### src/rtl/pipeline_hazard_ctrl.sv
// Hazard and stall controller for the five-stage RV32I pipeline.
// Produces stall/flush/freeze controls, EX operand-forwarding selects,
// a data-memory wait FSM with timeout trap, and saturating debug counters.
module pipeline_hazard_ctrl #(
  parameter int unsigned TIMEOUT = 64,
  parameter int unsigned CNT_W   = 32
) (
  input  logic             clk,
  input  logic             rst,
  input  logic [4:0]       rs1D,
  input  logic [4:0]       rs2D,
  input  logic [4:0]       rs1E,
  input  logic [4:0]       rs2E,
  input  logic [4:0]       rdE,
  input  logic             ResultSrcE0,
  input  logic             PCSrcE,
  input  logic [4:0]       rdM,
  input  logic             RegWriteM,
  input  logic [4:0]       rdW,
  input  logic             RegWriteW,
  input  logic             dmem_req,
  input  logic             dmem_ready,
  output logic             StallF,
  output logic             IF_ID_Write,
  output logic             FlushD,
  output logic             FlushE,
  output logic             FreezeEMW,
  output logic [1:0]       ForwardAE,
  output logic [1:0]       ForwardBE,
  output logic             mem_err,
  output logic [CNT_W-1:0] stall_cnt,
  output logic [CNT_W-1:0] flush_cnt
);

  typedef enum logic [1:0] {
    IDLE,
    WAIT,
    ERR
  } state_t;

  localparam logic [7:0] WLAST = 8'(TIMEOUT - 1);

  state_t     state, state_nx;
  logic [7:0] wcnt, wcnt_nx;
  logic       lw_stall;
  logic       mem_stall;

  // EX operand forwarding; the MEM result is younger and wins over WB
  always_comb begin
    ForwardAE = 2'b00;
    ForwardBE = 2'b00;
    if (RegWriteM && rdM != 5'd0 && rdM == rs1E)
      ForwardAE = 2'b10;
    else if (RegWriteW && rdW != 5'd0 && rdW == rs1E)
      ForwardAE = 2'b01;
    if (RegWriteM && rdM != 5'd0 && rdM == rs2E)
      ForwardBE = 2'b10;
    else if (RegWriteW && rdW != 5'd0 && rdW == rs2E)
      ForwardBE = 2'b01;
  end

  // Load-use hazard detection between EX load and ID consumer
  always_comb begin
    lw_stall = ResultSrcE0 && rdE != 5'd0 && (rdE == rs1D || rdE == rs2D);
  end

  // Data-memory wait FSM next state and memory stall.
  // The stall is released in the WAIT cycle where dmem_ready arrives, so an
  // access completing at wait cycle N costs exactly N stall cycles.
  always_comb begin
    state_nx  = state;
    wcnt_nx   = wcnt;
    mem_stall = 1'b0;
    case (state)
      IDLE: begin
        if (dmem_req && !dmem_ready) begin
          mem_stall = 1'b1;
          state_nx  = WAIT;
          wcnt_nx   = 8'd1;
        end
      end
      WAIT: begin
        if (dmem_ready) begin
          state_nx = IDLE;
        end else begin
          mem_stall = 1'b1;
          if (wcnt == WLAST)
            state_nx = ERR;
          else
            wcnt_nx = wcnt + 8'd1;
        end
      end
      ERR: begin
        mem_stall = 1'b1;
      end
      default: begin
        state_nx = IDLE;
      end
    endcase
  end

  // Pipeline control outputs; a memory stall freezes everything and
  // suppresses flushes until it clears
  always_comb begin
    StallF      = lw_stall || mem_stall;
    IF_ID_Write = !(lw_stall || mem_stall);
    FlushD      = PCSrcE && !mem_stall;
    FlushE      = (lw_stall || PCSrcE) && !mem_stall;
    FreezeEMW   = mem_stall;
  end

  // FSM state, wait counter and sticky timeout flag
  always_ff @(posedge clk or posedge rst) begin
    if (rst) begin
      state   <= IDLE;
      wcnt    <= 8'd0;
      mem_err <= 1'b0;
    end else begin
      state <= state_nx;
      wcnt  <= wcnt_nx;
      if (state_nx == ERR)
        mem_err <= 1'b1;
    end
  end

  // Saturating stall and flush event counters
  always_ff @(posedge clk or posedge rst) begin
    if (rst) begin
      stall_cnt <= '0;
      flush_cnt <= '0;
    end else begin
      if (StallF && stall_cnt != '1)
        stall_cnt <= stall_cnt + CNT_W'(1);
      if (FlushD && flush_cnt != '1)
        flush_cnt <= flush_cnt + CNT_W'(1);
    end
  end

endmodule

### config.mk
export PLATFORM = sky130hd
export DESIGN_NAME = pipeline_hazard_ctrl
export DESIGN_NICKNAME = d
export VERILOG_FILES = /design/src/rtl/pipeline_hazard_ctrl.sv
export SDC_FILE = /design/constraint.sdc
export NUM_CORES = 1
export LEC_CHECK = 0
export ABC_AREA = 1
export CAP_MARGIN = 20
export CORE_MARGIN = 1.5
export CORE_UTILIZATION = 52
export DETAILED_ROUTE_END_ITERATION = 12
export PLACE_DENSITY = 0.83
export SETUP_SLACK_MARGIN = 0.1
export SLEW_MARGIN = 20
export SYNTH_ARGS = -nofsm -noshare
export SYNTH_HDL_FRONTEND = slang
export SYNTH_SLANG_ARGS = --single-unit
### constraint.sdc
create_clock -name clk -period 3.22 [get_ports clk]
set_clock_uncertainty 0.05 [all_clocks]
set_input_delay 0.644 -clock clk [delete_from_list [all_inputs] [get_ports clk]]
set_output_delay 0.644 -clock clk [all_outputs]
set_load 0.05 [all_outputs]
* Word level (Yosys, flattened, before mapping)
Cells that the tools add are included.
Cells by class: reductions and logical operators 25, shift operators 0, multipliers 0, mux-type cells 15, bitwise logic cells 0, magnitude comparators 0, equality and inequality tests 15, div/mod/pow operators 0, add/subtract/negate cells 3
Operators by type and width (count):
- $add 32x1->32 const B | 2
- $ne 32x32->1 const B | 2
- $eq 5x5->1 | 6
- $mux 8 | 3
- $pmux 8 s2 | 1
- $reduce_bool 5->1 | 3
- $logic_and 1x1->1 | 13
- $mux 2 | 5
- $add 8x1->8 const B | 1
- $eq 8x6->1 const B | 1
- $ne 2x2->1 const B | 3
- $pmux 2 s3 | 1
- $eq 2x2->1 const B | 2
- $mux 1 | 4
- $reduce_and 4->1 | 1
- $logic_not 1->1 | 3
- $logic_or 1x1->1 | 3
- $pmux 1 s3 | 1
- $eq 2x1->1 const B | 1
- $logic_not 2->1 | 1
- $reduce_bool 2->1 | 1
Storage, ports and cells: word-level logic and storage cells 63, memories 0, RAM bits 0, bits in read-only memories 0, bits in latches 0, register bits after elaboration 75

* Depth between registers and ports, before layout
depth in word-level cells 7, depth in mapped cells 12

* Least setup slack after synthesis
Ideal clock, no wire load.
path type in2out, from in rdM[3], to out ForwardAE[0], path slack -552 ps, arrival time 3078 ps, stages on the path 3, cell sequence xor2_1 nor4_1 nor2_1
On the way: cells in the longest elaborated chain, start to end 4
Ends and longest elaborated chain:
- start: declaration | line 17 | input logic [4:0] rdM,
- $reduce_bool 5->1 | line 52 | if (RegWriteM && rdM != 5'd0 && rdM == rs1E)
- $logic_and 1x1->1 | line 52
- $logic_and 1x1->1 * | line 52
- $mux 2 * | line 52
- end: declaration | line 28 | output logic [1:0] ForwardAE,
Mark *: on every way between the ends. The rest lies on a longest branch, timed or not.

* Worst setup path after layout
from in rdM[2], to out ForwardBE[0]
On the way: cells in the longest elaborated chain, start to end 4
Ends and longest elaborated chain:
- $reduce_bool 5->1 | line 56 | if (RegWriteM && rdM != 5'd0 && rdM == rs2E)
- $logic_and 1x1->1 | line 56
- $logic_and 1x1->1 * | line 56
- $mux 2 * | line 56
- end: declaration | line 29 | output logic [1:0] ForwardBE,
Marks and branches as above.

==> key figures <==
Run status
  – Status: finished clean

CTS
  – CTS tree: yes
  – CTS Buf Count: 9
  – Clock root cell: clkbuf_8
  – Longest Clk Path Bufs: 2
  – Post-CTS setup buffers: 0
  – Clock sink count: 75
  – Post-CTS Hold Buffers: 0
  – Post-CTS sizing: 0
  – Reg clk slew, reported paths: 0.07 ns
  – H-tree Lvls: 3
  – Worst skew pair latency: 0.36 ns

Critical path
  – Worst Path Required: 2.53 ns
  – Crit-path cells: clkdlybuf4s50_1 > nor2_1 > nand2_1 > o21ai_0 > nor4_2 > nor2_1 > buf_12
  – Max FO, Critical Path: 3
  – Worst EP arrival: 2.16 ns
  – CP most frequent cell: nor2_1
  – CP max stage delay: 0.54 ns
  – Crit end category: output pin
  – WS Path Type: primary input to output pin
  – Crit path launch type: primary input
  – Critical-path top delay cell: clkdlybuf4s50_1

Synth
  – Netlist cell types: 33
  – Cell Area, Synth: 5410 sq um
  – Largest cells by area after synthesis: dfrtp_1, nand2_1, nor2_1
  – Synth area leader: dfrtp_1
  – Main flop type after synthesis: dfrtp_1
  – Number of flops mapped to enable cells by yosys: 0
  – Post-synth ARST share: 100%
  – Post-synth top cells: nand2_1, nor2_1, dfrtp_1
  – Synth Area per Inst: 6.60 sq um
  – Synth Instances: 820
  – Warnings, synthesis: 0
  – Post-synth top area share: 34.7%
  – Syn_nets: 866
  – Most common cell in the netlist: nand2_1
  – Post-synthesis sequential area ratio: 34.7%
  – Seq cells post-synth: 75

Detailed routing
  – Vias: 5,502
  – DRC Markers: 0
  – Initial drt markers: 299
  – Drt first pass iters: 5
  – Final wirelength: 14,000 microns
  – Routed len/inst: 13.0 microns
  – Vias per inst: 5.11
  – Routed Antenna Nets: 0

Global route
  – First-pass GRT wire length: 23,200 microns
  – Initial antenna violation count: 0
  – Total GRT Usage: 26.0%
  – GR met2 Demand/Resource: 44.9%
  – Met1 usage: 32.6%
  – Met3 usage in global routing: 3.93%
  – Global route overflow: 0
  – Largest net degree at the start of global routing: 56
  – Vias in the first global route: 5,047
  – Most used routing layer: met2

Placed design
  – Pre-CTS setup slack: 0.363 ns
  – Post-detail-place hpwl: 10,600 microns
  – Routability cong.: 0.948
  – Cells after DPL: 1,060
  – Number of I/O port buffers: 116
  – Placed Area: 6770 sq um

Timing
  – FMAX: 0.351 GHz
  – Max_slew headroom: 42.3%
  – Fin. Hold Viols: 0
  – Setup WS post-layout: 0.368 ns
  – Final period util: 88.6%
  – Worst-margin pin slew: 0.865 ns
  – Final setup fails: 0
  – RSZ-0062 raised after global routing: false
  – Tmin final: 2.85 ns
  – Final Max Slew Viols: 0
  – Setup TNS: 0 ns

Cells and area
  – Non-filler cells, final: 1,076
  – Fillers: 862
  – Sequential Area: 1880 sq um
  – Finished Cell Area: 6960 sq um
  – Area occupied by multi-input gates: 3140 sq um
  – Synthesis-to-finish area growth: 28.7%
  – Ant diodes: 0
  – Final #Nets: 981
  – Layout cells sized above 1: 5.64%

Floorplan
  – Starting Density: 53.1%
  – Row count: 37
  – Die area: 11,000 sq um
  – Core Area: 10,200 sq um
  – I/O Pins: 117
  – Die width: 105 microns
  – Die height: 105 microns

Pwr
  – Tot Pwr: 0.00329 W
  – PD cells: 473 nW/um^2
  – Peak VDD IR: 0.392 mV
  – Leakage: 3.08 nW

Job
  – Max_cap viols: 0

Worst hold path
  – Min-Delay Path Class: flip-flop to flip-flop
[cell type report]
cell class | count | area share [%]
timing repair buffer | 120 | 18.6
clock inverter | 6 | 0.953
sequential | 75 | 27.0
inverter | 75 | 4.08
tap | 136 | 2.45
multi-input combinational | 654 | 45.1
clock buffer | 10 | 1.83
[report_power, final]
group          internal, W  leakage [nW]  switching [W]
registers          0.00107          1.02       0.000189
clock network     0.000358        0.0885       0.000381
logic             0.000446          1.98       0.000854
[worst max-delay path, delay by kind of cell]
kind,cells,cell delay (ns)
buffers and inverters,2,0.71
AND/OR/NAND/NOR,4,0.67
AO/OA/AOI/OAI,1,0.12
[per-stage QoR]
stage	util, %	hold WS, ns
after global placement	66.4	0.406
after detailed placement	66.4	0.411
after CTS	68.3	0.429
final	68.3	0.432
after floorplan	-	0.425
after global routing	68.3	0.457
[cells in the final DEF, fill, tap and decap left out, types with 3 or more instances in the layout]
cell / netlist / final
nand2_1: 337 / 337
clkdlybuf4s50_1: 0 / 107
nor2_1: 94 / 94
dfrtp_1: 75 / 75
inv_1: 72 / 71
nand3_1: 61 / 61
xor2_1: 34 / 34
xnor2_1: 23 / 23
nor3_1: 18 / 18
nand4_1: 17 / 17
o21ai_0: 13 / 13
nand3b_1: 13 / 13
o21ai_1: 13 / 13
buf_12: 0 / 10
clkbuf_8: 0 / 9
nor2_4: 4 / 4
o31ai_1: 4 / 4
nand2_2: 3 / 3
nor2_2: 3 / 3
inv_2: 2 / 3
ha_1: 3 / 3
clkinvlp_4: 0 / 3
buf_4: 2 / 3
[worst paths after layout]
kind | slack [ns] | end | from | cells after the start
worst max register to register | 0.75 | stall_cnt[10] | stall_cnt[0] | 9
worst max-delay path | 0.37 | ForwardBE[0] | rdM[2] | 7
min in group asynchronous | 0.58 | flush_cnt[8] | rst | 2
max in group asynchronous | 1.90 | flush_cnt[15] | rst | 3
worst min-delay path | 0.43 | mem_err | mem_err | 1
worst min register to register | 0.43 | mem_err | mem_err | 1
[state kept, by name, summed over array words and instances, names as in the netlist]
signal and flops:
state 2, mem_err 1, flush_cnt 32, wcnt 8, stall_cnt 32
[metal layers]
layer | vias up | part of all wire (%)
met5 | - | 0
met4 | 0 | 2.3
met3 | 29 | 6.3
met2 | 178 | 49
met1 | 2472 | 43
li1 | 2823 | -
[kinds of logic (layout without fill, tap and decap cells)]
kind of cell / after synthesis / in the layout / share of synthesized area (%)
xor+xnor: 57 / 57 / 9.23
compound gates: 33 / 33 / 3.26
simple gates: 561 / 561 / 44.6
flops: 75 / 75 / 34.7
buf+inv: 91 / 211 / 7.47
fa+ha+maj: 3 / 3 / 0.694
Power figures use the tool's default switching activity.
